--- src/rtl/mem_ctrl.sv ---
// -----------------------------------------------------------------------------
// mem_ctrl
//
// Purpose:
//   Memory controller that sits between the reorder buffer's data port, the
//   instruction-fetch stage, and a byte-wide, synchronous-read RAM/IO bus.
//   Each data or fetch request is serialised into 1, 2 or 4 single-byte bus
//   cycles. The served requester gets a one-cycle completion pulse.
//   Data writes take priority over data reads, and data reads take priority
//   over fetches. A one-cycle COOLDOWN after every completion lets a level
//   request drop before the arbiter looks at it again.
//
// Ports:
//   clk            in   system clock
//   rst            in   synchronous, active-high reset
//   rdy            in   global enable; low freezes every register
//   rn / wn        in   data read / write request (level, held until done)
//   addr           in   data byte address
//   wvalue         in   store data, little-endian, low bytes used
//   width          in   0 = byte, 1 = half, 2/3 = word
//   sext           in   sign-extend byte/half loads
//   mem_success    out  one-cycle data completion pulse
//   read_value     out  extended load result, valid with mem_success
//   if_req         in   fetch request (level)
//   if_addr        in   fetch word address
//   if_flush       in   abort a pending or in-flight fetch
//   if_done        out  one-cycle fetch completion pulse
//   if_inst        out  fetched instruction, valid with if_done
//   mem_din        in   RAM read byte, valid one cycle after its address
//   mem_dout       out  RAM write byte
//   mem_a          out  RAM byte address
//   mem_wr         out  RAM write strobe
//   io_buffer_full in   IO write buffer full; stalls IO-region writes
// -----------------------------------------------------------------------------
module mem_ctrl #(
    parameter int          ADDR_W = 32,
    parameter logic [1:0]  IO_HI  = 2'b11
) (
    input  logic              clk,
    input  logic              rst,
    input  logic              rdy,
    // Data port from the reorder buffer
    input  logic              rn,
    input  logic              wn,
    input  logic [ADDR_W-1:0] addr,
    input  logic [31:0]       wvalue,
    input  logic [1:0]        width,
    input  logic              sext,
    output logic              mem_success,
    output logic [31:0]       read_value,
    // Instruction-fetch port
    input  logic              if_req,
    input  logic [ADDR_W-1:0] if_addr,
    input  logic              if_flush,
    output logic              if_done,
    output logic [31:0]       if_inst,
    // RAM / IO bus
    input  logic [7:0]        mem_din,
    output logic [7:0]        mem_dout,
    output logic [ADDR_W-1:0] mem_a,
    output logic              mem_wr,
    input  logic              io_buffer_full
);

    // -------------------------------------------------------------------------
    // FSM encoding
    // -------------------------------------------------------------------------
    localparam logic [2:0] ST_IDLE     = 3'd0;
    localparam logic [2:0] ST_D_READ   = 3'd1;
    localparam logic [2:0] ST_D_WRITE  = 3'd2;
    localparam logic [2:0] ST_I_READ   = 3'd3;
    localparam logic [2:0] ST_COOLDOWN = 3'd4;

    // Map the access-size code onto a byte count. Code 3 is treated as a word.
    function automatic logic [2:0] size_to_bytes(input logic [1:0] w);
        case (w)
            2'd0:    size_to_bytes = 3'd1;
            2'd1:    size_to_bytes = 3'd2;
            default: size_to_bytes = 3'd4;
        endcase
    endfunction

    // -------------------------------------------------------------------------
    // Registers
    // -------------------------------------------------------------------------
    logic [2:0]        r_state;
    logic [ADDR_W-1:0] r_base;       // latched start address of the access
    logic [31:0]       r_wdata;      // latched store data
    logic [1:0]        r_width;      // latched size code (drives extension)
    logic              r_sext;       // latched sign-extend flag
    logic [2:0]        r_nbytes;     // bytes in this access (1, 2 or 4)
    logic [2:0]        r_cnt;        // edges since accept (reads) / bytes done (writes)
    logic [31:0]       r_buf;        // read bytes gathered so far
    logic              r_wr;         // write phase active (before stall/rdy gating)
    logic              r_success;
    logic              r_if_done;
    logic [31:0]       r_read_value;
    logic [31:0]       r_if_inst;
    logic [ADDR_W-1:0] r_mem_a;
    logic [7:0]        r_mem_dout;

    // -------------------------------------------------------------------------
    // Combinational helpers
    // -------------------------------------------------------------------------
    logic [2:0]  w_cnt_inc;
    logic [1:0]  w_idx;
    logic [31:0] w_assembled;
    logic [31:0] w_extended;
    logic        w_io_stall;

    assign w_cnt_inc = r_cnt + 3'd1;

    // The byte on mem_din belongs to the address issued two edges earlier.
    // That puts it at position r_cnt-1 of the result.
    assign w_idx = r_cnt[1:0] - 2'd1;

    // An IO-region write with a full buffer neither strobes nor advances.
    // The same byte is presented again every cycle until the buffer drains.
    assign w_io_stall = (r_state == ST_D_WRITE) && r_wr &&
                        (r_mem_a[17:16] == IO_HI) && io_buffer_full;

    // The final read edge folds the byte still on mem_din into the result.
    // The complete value can then be registered in the same cycle.
    // NOTE: every signal assigned in always_comb gets a default first.
    // A path that skips the assignment would otherwise infer a latch.
    always_comb begin
        w_assembled = r_buf;
        w_assembled[{w_idx, 3'b000} +: 8] = mem_din;
    end

    always_comb begin
        w_extended = w_assembled;
        case (r_width)
            2'd0:    w_extended = {{24{r_sext & w_assembled[7]}},  w_assembled[7:0]};
            2'd1:    w_extended = {{16{r_sext & w_assembled[15]}}, w_assembled[15:0]};
            default: w_extended = w_assembled;
        endcase
    end

    // -------------------------------------------------------------------------
    // Main sequential process
    // -------------------------------------------------------------------------
    // NOTE: sequential state uses non-blocking assignments only.
    // All registers then update together from pre-edge values.
    always_ff @(posedge clk) begin
        if (rst) begin
            r_state      <= ST_IDLE;
            r_base       <= '0;
            r_wdata      <= '0;
            r_width      <= '0;
            r_sext       <= 1'b0;
            r_nbytes     <= '0;
            r_cnt        <= '0;
            r_buf        <= '0;
            r_wr         <= 1'b0;
            r_success    <= 1'b0;
            r_if_done    <= 1'b0;
            r_read_value <= '0;
            r_if_inst    <= '0;
            r_mem_a      <= '0;
            r_mem_dout   <= '0;
        end else if (rdy) begin
            // Completion strobes are single-cycle unless set again below.
            r_success <= 1'b0;
            r_if_done <= 1'b0;

            case (r_state)
                ST_IDLE: begin
                    if (wn) begin
                        // Write wins over a simultaneous read. rn stays pending.
                        r_state    <= ST_D_WRITE;
                        r_base     <= addr;
                        r_wdata    <= wvalue;
                        r_width    <= width;
                        r_sext     <= sext;
                        r_nbytes   <= size_to_bytes(width);
                        r_cnt      <= '0;
                        r_mem_a    <= addr;
                        r_mem_dout <= wvalue[7:0];
                        r_wr       <= 1'b1;
                    end else if (rn) begin
                        r_state  <= ST_D_READ;
                        r_base   <= addr;
                        r_width  <= width;
                        r_sext   <= sext;
                        r_nbytes <= size_to_bytes(width);
                        r_cnt    <= '0;
                        r_buf    <= '0;
                        r_mem_a  <= addr;
                    end else if (if_req && !if_flush) begin
                        r_state  <= ST_I_READ;
                        r_base   <= if_addr;
                        r_width  <= 2'd2;
                        r_sext   <= 1'b0;
                        r_nbytes <= 3'd4;
                        r_cnt    <= '0;
                        r_buf    <= '0;
                        r_mem_a  <= if_addr;
                    end
                end

                ST_D_READ, ST_I_READ: begin
                    if (r_state == ST_I_READ && if_flush) begin
                        // Drop the fetch. No strobe, and if_inst keeps its old value.
                        r_state <= ST_IDLE;
                    end else begin
                        if (r_cnt != 3'd0) begin
                            r_buf[{w_idx, 3'b000} +: 8] <= mem_din;
                        end
                        if (r_cnt == r_nbytes) begin
                            // The last byte arrives on this edge.
                            r_state <= ST_COOLDOWN;
                            if (r_state == ST_D_READ) begin
                                r_read_value <= w_extended;
                                r_success    <= 1'b1;
                            end else begin
                                r_if_inst <= w_assembled;
                                r_if_done <= 1'b1;
                            end
                        end else begin
                            r_cnt <= w_cnt_inc;
                            // Issue the next address while bytes remain.
                            // The last address is held while its data returns.
                            if (w_cnt_inc < r_nbytes) begin
                                r_mem_a <= r_base + ADDR_W'(w_cnt_inc);
                            end
                        end
                    end
                end

                ST_D_WRITE: begin
                    if (!w_io_stall) begin
                        if (w_cnt_inc == r_nbytes) begin
                            r_wr      <= 1'b0;
                            r_success <= 1'b1;
                            r_state   <= ST_COOLDOWN;
                        end else begin
                            r_cnt      <= w_cnt_inc;
                            r_mem_a    <= r_base + ADDR_W'(w_cnt_inc);
                            r_mem_dout <= r_wdata[{w_cnt_inc[1:0], 3'b000} +: 8];
                        end
                    end
                end

                ST_COOLDOWN: begin
                    // Requests are ignored here, so a level request is served once.
                    r_state <= ST_IDLE;
                end

                default: r_state <= ST_IDLE;
            endcase
        end
    end

    // -------------------------------------------------------------------------
    // Outputs
    // -------------------------------------------------------------------------
    // The strobe is gated combinationally. A frozen or stalled cycle never writes.
    assign mem_wr      = r_wr && rdy && !w_io_stall;
    assign mem_a       = r_mem_a;
    assign mem_dout    = r_mem_dout;
    assign mem_success = r_success;
    assign read_value  = r_read_value;
    assign if_done     = r_if_done;
    assign if_inst     = r_if_inst;

endmodule

--- config.mk ---
export PLATFORM = sky130hd
export DESIGN_NAME = mem_ctrl
export DESIGN_NICKNAME = d
export VERILOG_FILES = /design/src/rtl/mem_ctrl.sv
export SDC_FILE = /design/constraint.sdc
export NUM_CORES = 1
export LEC_CHECK = 0
export CAP_MARGIN = 5
export CORE_AREA = 2 2 153 155
export CTS_CLUSTER_SIZE = 40
export DETAILED_ROUTE_END_ITERATION = 16
export DIE_AREA = 0 0 155 157
export PLACE_DENSITY_LB_ADDON = 0.2
export REMOVE_ABC_BUFFERS = 1
export SYNTH_ARGS = -nofsm -noshare
export SYNTH_HDL_FRONTEND = slang
export SYNTH_SLANG_ARGS = --single-unit
export TNS_END_PERCENT = 50
--- constraint.sdc ---
create_clock -name clk -period 3.49 [get_ports clk]
set_input_delay 0.8725 -clock clk [delete_from_list [all_inputs] [get_ports clk]]
set_output_delay 0.8725 -clock clk [all_outputs]
set_load 0.02 [all_outputs]
==> metrics, run 1 <==
status=complete, no violations; setup repair after global routing missed its margin=no; beginning of the critical path=io_buffer_full; Detail Route Antenna Nets=0; Pleak=roughly 4.7 nW; initial antenna violation count=0; largest net degree at the start of global routing=84; Synth Warn #=0; post-synth cell types=57; Initial Util=~45%; largest fanout on the critical path=5; area occupied by registers=about 0.0043 mm^2; via/cell ratio=around 5.3; Crit-path slowest cell=clkdlybuf4s50_1; Core Region=roughly 0.023 mm^2; die area=0.02434 mm^2; Crit. End Element=output port; CTS Hold Bufs=0; Layout area overhead=31.97%; ant diodes=0; Tcrit/Tclk final=91.95%; via count=approximately 8900; fmax=around 310 MHz; CTS tree=done; Worst EP arrival=roughly 2.3 ns; EDFF count, synth=0; most used cell, CP=clkdlybuf4s50_1; post-cts resize count=0; Hold WC Path Type=reg2reg; Num CTS Buffers=23; Die X=155 um; vias in the first global route=about 8400; startpoint types=primary input; Main synth FF type=dfxtp_1; All-Layer GR Usage=between 20% and 30%; DR iter-0 viols=approximately 440; CP required=roughly 2.6 ns; min cycle time layout=3.209 ns; final wirelength=~27000 um; fill cell count=between 2000 and 2500; post-synthesis cell area=around 0.010 mm^2; Tightest Pin Transition=about 0.92 ns; Pins Over Slew Limit=0; WS Path Type=in2out; Worst-Skew Late Latency=0.50 ns; # Post-CTS Setup Buffers=0; htree depth=1; Final Hold Slack=about 0.45 ns; Clock Path Buffers=3; crit-path cells=clkdlybuf4s50_1, and4_1, a21oi_1, clkdlybuf4s50_1; clk_skew=0.007750 ns; Slew HR=38.29%; ys async rst share=0%; Initial DRT Pass Iterations=5; syn avg cell area=around 8.4 um^2; Seq/Total Area, Yosys=a little over two fifths; io pins=between 200 and 250; IO buf count=approximately 220; post-synthesis cell count=~1200; P per Cell Area=around 500 mW/mm^2; Yosys reg bits=between 200 and 250; Root Driver=clkbuf_16; Multi-input gate area=roughly 0.0052 mm^2; dpl hpwl=approximately 19000 um; Clock transition at path regs=around 0.060 ns; DR WL/cell=roughly 16 um; FP Rows=55; FF-to-FF Start=r_cnt[0]; Placed Area=about 0.013 mm^2; Residual DRC=0; final setup fails=0; min-delay src=r_buf[12]; layout cells sized above 1=7.637%; CTS sink cnt=215; number of max-cap violations=0; first-pass GRT wire length=around 43000 um; Finished Cell Area=approximately 0.013 mm^2; Fin. Hold Viols=0; crit-path max cell delay=0.66 ns; final setup TNS=0 ns; chip height=~160 um; grt total ovfl=0; GPL Wtd Cong=a little under 0.8; Net count, final=about 1500; maximum vdd drop=around 340 uV
## cells in the mapped netlist (5+ instances only)
library cell | instances | area, um^2
nand3_1 | 40 | 200.2
nor2b_1 | 15 | 93.84
a31oi_1 | 8 | 50.05
buf_2 | 28 | 140.1
a21oi_1 | 114 | 570.6
inv_1 | 28 | 105.1
dfxtp_1 | 215 | 4304
xnor2_1 | 13 | 113.9
nor3_1 | 21 | 105.1
a211oi_2 | 10 | 125.1
clkbuf_1 | 49 | 183.9
nand2_1 | 213 | 799.5
o21ai_0 | 23 | 115.1
mux2i_1 | 66 | 660.6
mux4_2 | 8 | 180.2
o211ai_1 | 31 | 232.7
nand4_1 | 9 | 56.30
nor2_1 | 135 | 506.7
nor4_1 | 6 | 37.54
a211oi_1 | 72 | 540.5
a22o_1 | 8 | 70.07
xor2_1 | 17 | 148.9
buf_6 | 5 | 56.30
and3_1 | 7 | 43.79
ha_1 | 11 | 137.6
## cell families (layout without fill, tap and decap cells)
| kind of cell | after synthesis | count (layout) | synth area share [%] |
|---|---|---|---|
| flops | 215 | 215 | 42.83 |
| fa+ha+maj | 12 | 12 | 1.569 |
| compound gates | 281 | 281 | 18.30 |
| xor+xnor | 30 | 30 | 2.615 |
| simple gates | 469 | 469 | 20.82 |
| mux | 75 | 75 | 8.479 |
| buf+inv | 121 | 319 | 5.391 |
## area by class of cell
type                       instances  area share (%)
tap                              285           2.689
clock buffer                      33           4.925
timing repair buffer             249           18.75
sequential                       215           32.45
inverter                          31          0.8774
multi-input combinational        867           39.52
clock inverter                     6          0.7925
## state kept, by name, indices dropped and copies added, names as in the netlist, 8 cells and up
| signal | cells |
|---|---|
| r_wdata | 32 |
| mem_a | 32 |
| mem_dout | 8 |
| r_base | 32 |
| read_value | 32 |
| if_inst | 32 |
| r_buf | 32 |
## path summary, 6_finish.rpt
kind,cells after the start,slack (ns),to
max reg2reg,10,0.31,mem_a[20]
min,2,0.45,r_buf[12]
max,4,0.28,mem_wr
min reg2reg,2,0.45,r_buf[12]
## power breakdown
group	switching [W]	internal, W
Sequential	0.000173	0.00265
Combinational	0.000837	0.000651
Clock	0.000952	0.00151
Total	0.00196	0.00481
## through the flow
stage / util (%) / cells / total power [W] / worst slack [ns]
floorplan: - / 1113 / 0.003691 / -1.366
global placement: 55.57 / 1647 / 0.004347 / 0.2954
detailed placement: 55.57 / 1647 / 0.004370 / 0.2710
CTS: 58.94 / 1686 / 0.006829 / 0.2803
global route: 58.94 / 1686 / 0.007090 / 0.02635
finish: 58.94 / 1686 / 0.006777 / 0.2809
## routing by layer
layer  routed length, um  part of all wire (%)  global-route usage [%]
met4                 610                   2.3                   5.732
met5                   0                     0                       0
met2               12850                    48                   36.78
met3                1304                   4.8                   3.910
met1               12190                    45                   27.80
## layout by cell type (no fill, tap or decap), types with 3 or more instances in the layout
cell,n
nor4_1,6
o211ai_1,31
a31oi_1,8
or2_2,5
clkbuf_8,4
buf_12,5
clkbuf_16,23
clkbuf_1,6
buf_4,23
nand2_1,213
clkinv_2,3
dfxtp_1,215
bufinv_16,3
mux4_2,8
nand4_1,9
a211oi_2,10
nor2_1,132
mux2i_1,66
o21a_1,3
nand3_1,40
o21ai_0,23
a22o_1,8
inv_1,28
a21oi_1,114
and3_1,7
nor2b_1,14
xor2_1,17
ha_1,11
xnor2_1,13
clkdlybuf4s50_1,220
a211oi_1,72
nor3_1,21
## critical path: cells and delay by family
family | cells | cell delay, ns
buffers and inverters | 2 | 1.06
and+or+nand+nor | 1 | 0.25
AOI/OAI and AO/OA | 1 | 0.15
(Power assumes the default switching activity.)
==> run 2, diff against run 1 <==
==> constraint.sdc (replaced) <==
create_clock -name clk -period 3.49 [get_ports clk]
set_input_delay 0.698 -clock clk [delete_from_list [all_inputs] [get_ports clk]]
set_output_delay 0.698 -clock clk [all_outputs]
set_load 0.02 [all_outputs]
==> metrics, run 2 (synthesis results as in run 1) <==
status=complete, no violations; Non-Filler Instances=1691 (+0.30%); crit-path cells=buf_4, ha_1, xor2_1, ha_1, nor2b_1, o21ai_0, buf_4, nor3_1, xor2_1, o211ai_1, a21oi_1; GPL Wtd Cong=0.8074 (+3.6%); post-cts resize count=0 (unchanged); Multi-input gate area=0.005241 mm^2 (unchanged); crit-path max cell delay=0.44 ns (-0.22 ns); reg-to-reg slack, setup=0.53 ns (+0.22 ns); Hold WC Path Type=reg2reg; grt total ovfl=0 (unchanged); Worst-Skew Late Latency=0.51 ns (about the same); FF-to-FF Start=r_cnt[0]; Final Hold Slack=0.4502 ns (+0.001332 ns); reg2reg path depth=11 (+1); CP required=3.84 ns (+1.22 ns); Layout area overhead=32.03% (about the same); initial antenna violation count=0 (unchanged); pre-CTS setup slack=0.5539 ns (+0.2829 ns); chip height=157 um (unchanged); FP Rows=55 (unchanged); layout cells sized above 1=8.037% (+0.40 points); P per Cell Area=512.2 mW/mm^2 (+0.24%); DR WL/cell=15.87 um (-0.76%); Clock transition at path regs=0.06 ns (about the same); Pins Over Slew Limit=0 (unchanged); Net count, final=1515 (+0.066%); clk_skew=0.01721 ns (+0.009463 ns); All-Layer GR Usage=21.87% (+0.45 points); # Post-CTS Setup Buffers=0 (unchanged); most frequent cells in the layout=220 x clkdlybuf4s50_1, 215 x dfxtp_1, 213 x nand2_1, 132 x nor2_1, 114 x a21oi_1; setup repair after global routing missed its margin=no; Cells after DPL=1647 (unchanged); via count=8999 (+0.65%); maximum vdd drop=292.6 uV (-15%); CTS tree=done; number of max-cap violations=0 (unchanged); Num CTS Buffers=24 (+4.3%); CTS sink cnt=215 (unchanged); min cycle time layout=2.964 ns (-0.2455 ns); first-pass GRT wire length=44060 um (+2.5%); Initial Util=44.66% (unchanged); dpl hpwl=18500 um (-0.33%); Power Total=0.006797 W (+0.29%); Worst EP arrival=3.31 ns (+0.97 ns); via/cell ratio=5.322 (+0.35%); vias in the first global route=8536 (+1.5%); Slew HR=41.19% (+2.9 points); Initial DRT Pass Iterations=5 (unchanged); Crit. End Element=flip-flop; Detail Route Antenna Nets=0 (unchanged); Clock Path Buffers=3 (unchanged); Core Region=0.02250 mm^2 (unchanged); fill cell count=2055 (+0.44%); die area=0.02434 mm^2 (unchanged); htree depth=1 (unchanged); largest fanout on the critical path=17 (+12); DR iter-0 viols=399 (-10%); WS Path Type=reg2reg; io pins=222 (unchanged); critical path endpoint=mem_a[24]; Die X=155 um (unchanged); final setup fails=0 (unchanged); startpoint types=flip-flop; ant diodes=0 (unchanged); beginning of the critical path=r_cnt[0]; Crit-path slowest cell=o21ai_0; Worst R2R End=mem_a[24]; Root Driver=clkbuf_16; Pleak=4.748 nW (+0.32%); Worst Slack Setup Final=0.5265 ns (+0.2455 ns); IO buf count=221 (unchanged); Tightest Pin Transition=0.8749 ns (-0.04317 ns); final wirelength=26830 um (-0.46%); CTS Hold Bufs=0 (unchanged); most common cell after layout, fill and taps aside=clkdlybuf4s50_1; fmax=337.4 MHz (+8.3%); largest net degree at the start of global routing=81 (-3.6%); Tcrit/Tclk final=84.92% (-7.0 points); area occupied by registers=0.004304 mm^2 (unchanged); Fin. Hold Viols=0 (unchanged); Residual DRC=0 (unchanged)
[run 2: changes by cell type in the layout (fill, tap and decap cells not counted)]
cell / delta
clkbuf_8: +6
buf_12: -3
buf_4: +3
bufinv_16: -3
clkbuf_16: +2
clkbuf_1: -1
clkinv_2: +1
[run 2: worst max-delay path: cells and delay by family, from the launching register on]
family	cells	cell delay, ns
AND/OR/NAND/NOR	2	0.24
buffers and inverters	2	0.56
flip-flops	1	0.34
XOR/XNOR	2	0.41
adder cells (fa/ha/maj)	2	0.53
AO/OA/AOI/OAI	3	0.72
[run 2: worst min path at each step]
stage / startpoint / end / slack, ns / cells after the start
global placement: r_buf[22] / r_buf[22] / 0.44 / 2
detailed placement: r_buf[21] / r_buf[21] / 0.44 / 2
floorplan: r_buf[10] / r_buf[10] / 0.43 / 2
finish: r_buf[12] / r_buf[12] / 0.45 / 2
CTS: r_buf[20] / r_buf[20] / 0.45 / 2
global route: r_buf[20] / r_buf[20] / 0.46 / 2
[run 2: stage by stage]
stage,utilization (%),setup TNS [ns],area [um^2]
2_1_floorplan,-,-54.60,9624
3_3_place_gp,55.40,0,12470
3_5_place_dp,55.40,0,12470
4_1_cts,58.97,0,13270
5_1_grt,58.97,0,13270
6_report,58.97,0,13270
[run 2: metal layers]
layer	share of wire (%)	routed length [um]	global-route usage, %	up-vias
li1	-	-	-	4568
met2	48	12840	37.71	239
met1	44	11930	28.74	4151
met5	0	0	0	-
met4	2.6	690	5.820	0
met3	5.1	1370	3.194	41
[run 2: cell type report]
class / count / area share [%]
multi-input combinational: 867 / 39.50
sequential: 215 / 32.44
timing repair buffer: 249 / 18.45
clock buffer: 40 / 5.893
tap: 285 / 2.687
inverter: 31 / 0.8769
clock inverter: 4 / 0.1509
[run 2: power breakdown]
part           internal (W)  leakage, nW  total [W]  switching, W
sequential          0.00265         1.75    0.00282      0.000172
clock               0.00152        0.402    0.00250      0.000983
combinational      0.000640         2.60    0.00147      0.000833
total               0.00481         4.75    0.00680       0.00199
==> run 3, diff against run 2 <==
==> constraint.sdc (replaced) <==
create_clock -name clk -period 3 [get_ports clk]
set_input_delay 0.6 -clock clk [delete_from_list [all_inputs] [get_ports clk]]
set_output_delay 0.6 -clock clk [all_outputs]
set_load 0.02 [all_outputs]
==> metrics, run 3 (synthesis results as in run 1) <==
status=complete, no violations; combinational fraction of design power=22.5% (+0.8 points); final setup fails=0 (unchanged); WS Path Type=in2out; Initial DRT Pass Iterations=6 (+1); metal1 wirelength=11780 um (-1.3%); P per Cell Area=591.9 mW/mm^2 (+16%); die area=0.02434 mm^2 (unchanged); Clock transition at path regs=0.06 ns (about the same); Pleak=4.772 nW (+0.52%); Crit-path slowest cell=clkdlybuf4s50_1; Slew HR=40.81% (-0.38 points); maximum vdd drop=353.6 uV (+21%); Placed Area=0.01256 mm^2 (+0.72%); setup repair after global routing missed its margin=no; startpoint types=primary input; CTS sink cnt=215 (unchanged); Power Total=0.007890 W (+16%); Sw Share=29.44% (+0.20 points); All-Layer GR Usage=21.68% (-0.19 points); via/cell ratio=5.345 (+0.44%); Residual DRC=0 (unchanged); Finished Cell Area=0.01333 mm^2 (+0.47%); reg2reg path depth=11 (unchanged); reg-to-reg slack, setup=0.33 ns (-0.20 ns); most used cell, CP=clkdlybuf4s50_1; sw power=0.002323 W (+17%); met3 WL=1543 um (+13%); Pins Over Slew Limit=0 (unchanged); htree depth=1 (unchanged); Tcrit/Tclk final=~89%; first-pass GRT wire length=43480 um (-1.3%); Worst Hold Path Cells=2 (unchanged); largest net degree at the start of global routing=83 (+2.5%); most frequent cells in the layout=220 x clkdlybuf4s50_1, 215 x dfxtp_1, 213 x nand2_1, 132 x nor2_1, 114 x a21oi_1; Hold WC Path Type=reg2reg; final wirelength=26860 um (about the same); critical path endpoint=mem_wr; Clock Path Buffers=3 (unchanged); beginning of the critical path=io_buffer_full; DR WL/cell=15.84 um (-0.20%); wire length on met2=12790 um (-0.41%); final setup TNS=0 ns (unchanged); FF-to-FF Start=r_cnt[0]; Int Pwr=0.005568 W (+16%); layout cells sized above 1=8.363% (+0.33 points); via count=9065 (+0.73%); fmax=373.1 MHz; CTS Hold Bufs=0 (unchanged); clk_skew=0.01045 ns (-0.006759 ns); io pins=222 (unchanged); CP required=2.40 ns (-1.44 ns); Net count, final=1523 (+0.53%); Worst R2R End=mem_a[22]; Layout area overhead=32.66%; CTS tree=done; Worst EP arrival=2.08 ns (-1.23 ns); initial antenna violation count=0 (unchanged); crit-path cells=clkdlybuf4s50_1, and4_1, a21oi_1, clkdlybuf4s50_1; chip height=157 um (unchanged); Tightest Pin Transition=0.8797 ns (+0.004803 ns); clock share of power=36.2% (-0.6 points); Root Driver=clkbuf_16; GPL Wtd Cong=0.8177 (+1.3%); largest fanout on the critical path=5 (-12); Detail Route Antenna Nets=0 (unchanged); grt total ovfl=0 (unchanged); min cycle time layout=roughly 2.7 ns; Fin. Hold Viols=0 (unchanged); post-cts resize count=0 (unchanged); Flop pwr share=41.3% (-0.2 points); vias in the first global route=8531 (-0.059%); number of max-cap violations=0 (unchanged); Crit. End Element=output port; Die X=155 um (unchanged); FP Rows=55 (unchanged); Initial Util=44.66% (unchanged); ant diodes=0 (unchanged); post-layout utilization of the core=59.24% (+0.28 points); dpl hpwl=18540 um (+0.25%); Final Hold Slack=0.4485 ns (-0.001657 ns); Core Region=0.02250 mm^2 (unchanged); Worst-Skew Late Latency=0.52 ns (about the same); top routing layer in use=met4; most common cell after layout, fill and taps aside=clkdlybuf4s50_1; IO buf count=221 (unchanged); Num CTS Buffers=25 (+4.2%); crit-path max cell delay=0.66 ns (+0.22 ns); DR iter-0 viols=443 (+11%); # Post-CTS Setup Buffers=0 (unchanged)
[run 3: critical path: cells and delay by family]
family / cells / cell delay [ns]
and+or+nand+nor: 1 / 0.25
buffers and inverters: 2 / 1.06
AOI/OAI and AO/OA: 1 / 0.17
[run 3: power groups by stage]
| stage | Clock [W] | Combinational, W | Sequential, W |
|---|---|---|---|
| after floorplan | 0 | 0.000858 | 0.00344 |
| after global placement | 0 | 0.00176 | 0.00332 |
| after detailed placement | 0 | 0.00178 | 0.00332 |
| after CTS | 0.00290 | 0.00179 | 0.00326 |
| after global routing | 0.00302 | 0.00195 | 0.00329 |
| final | 0.00285 | 0.00177 | 0.00326 |
[run 3: how the worst min path moves through the flow]
stage	start	endpoint	slack, ns
after CTS	r_buf[13]	r_buf[13]	0.45
after global placement	r_buf[22]	r_buf[22]	0.44
after global routing	r_buf[30]	r_buf[30]	0.46
after floorplan	r_buf[10]	r_buf[10]	0.43
after detailed placement	r_buf[21]	r_buf[21]	0.44
final	r_buf[24]	r_buf[24]	0.45
[run 3: area by class of cell]
type | count | area, um^2
Multi-Input combinational cell | 867 | 5250
Clock buffer | 36 | 706.9
Timing Repair Buffer | 256 | 2539
Clock inverter | 6 | 58.81
Sequential cell | 215 | 4304
Tap cell | 285 | 356.6
Fill cell | 1998 | 9171
Inverter | 31 | 116.4
[run 3: layer usage]
layer | up-vias | track usage, %
met4 | 0 | 7.055
met2 | 241 | 36.89
met1 | 4207 | 27.87
met5 | - | 0
li1 | 4566 | -
met3 | 51 | 3.992
[run 3: through the flow]
step / instances / worst slack [ns]
6_report: 1696 / 0.3199
3_3_place_gp: 1654 / 0.2682
3_5_place_dp: 1654 / 0.2495
2_1_floorplan: 1113 / -1.583
5_1_grt: 1696 / 0.07772
4_1_cts: 1696 / 0.2772
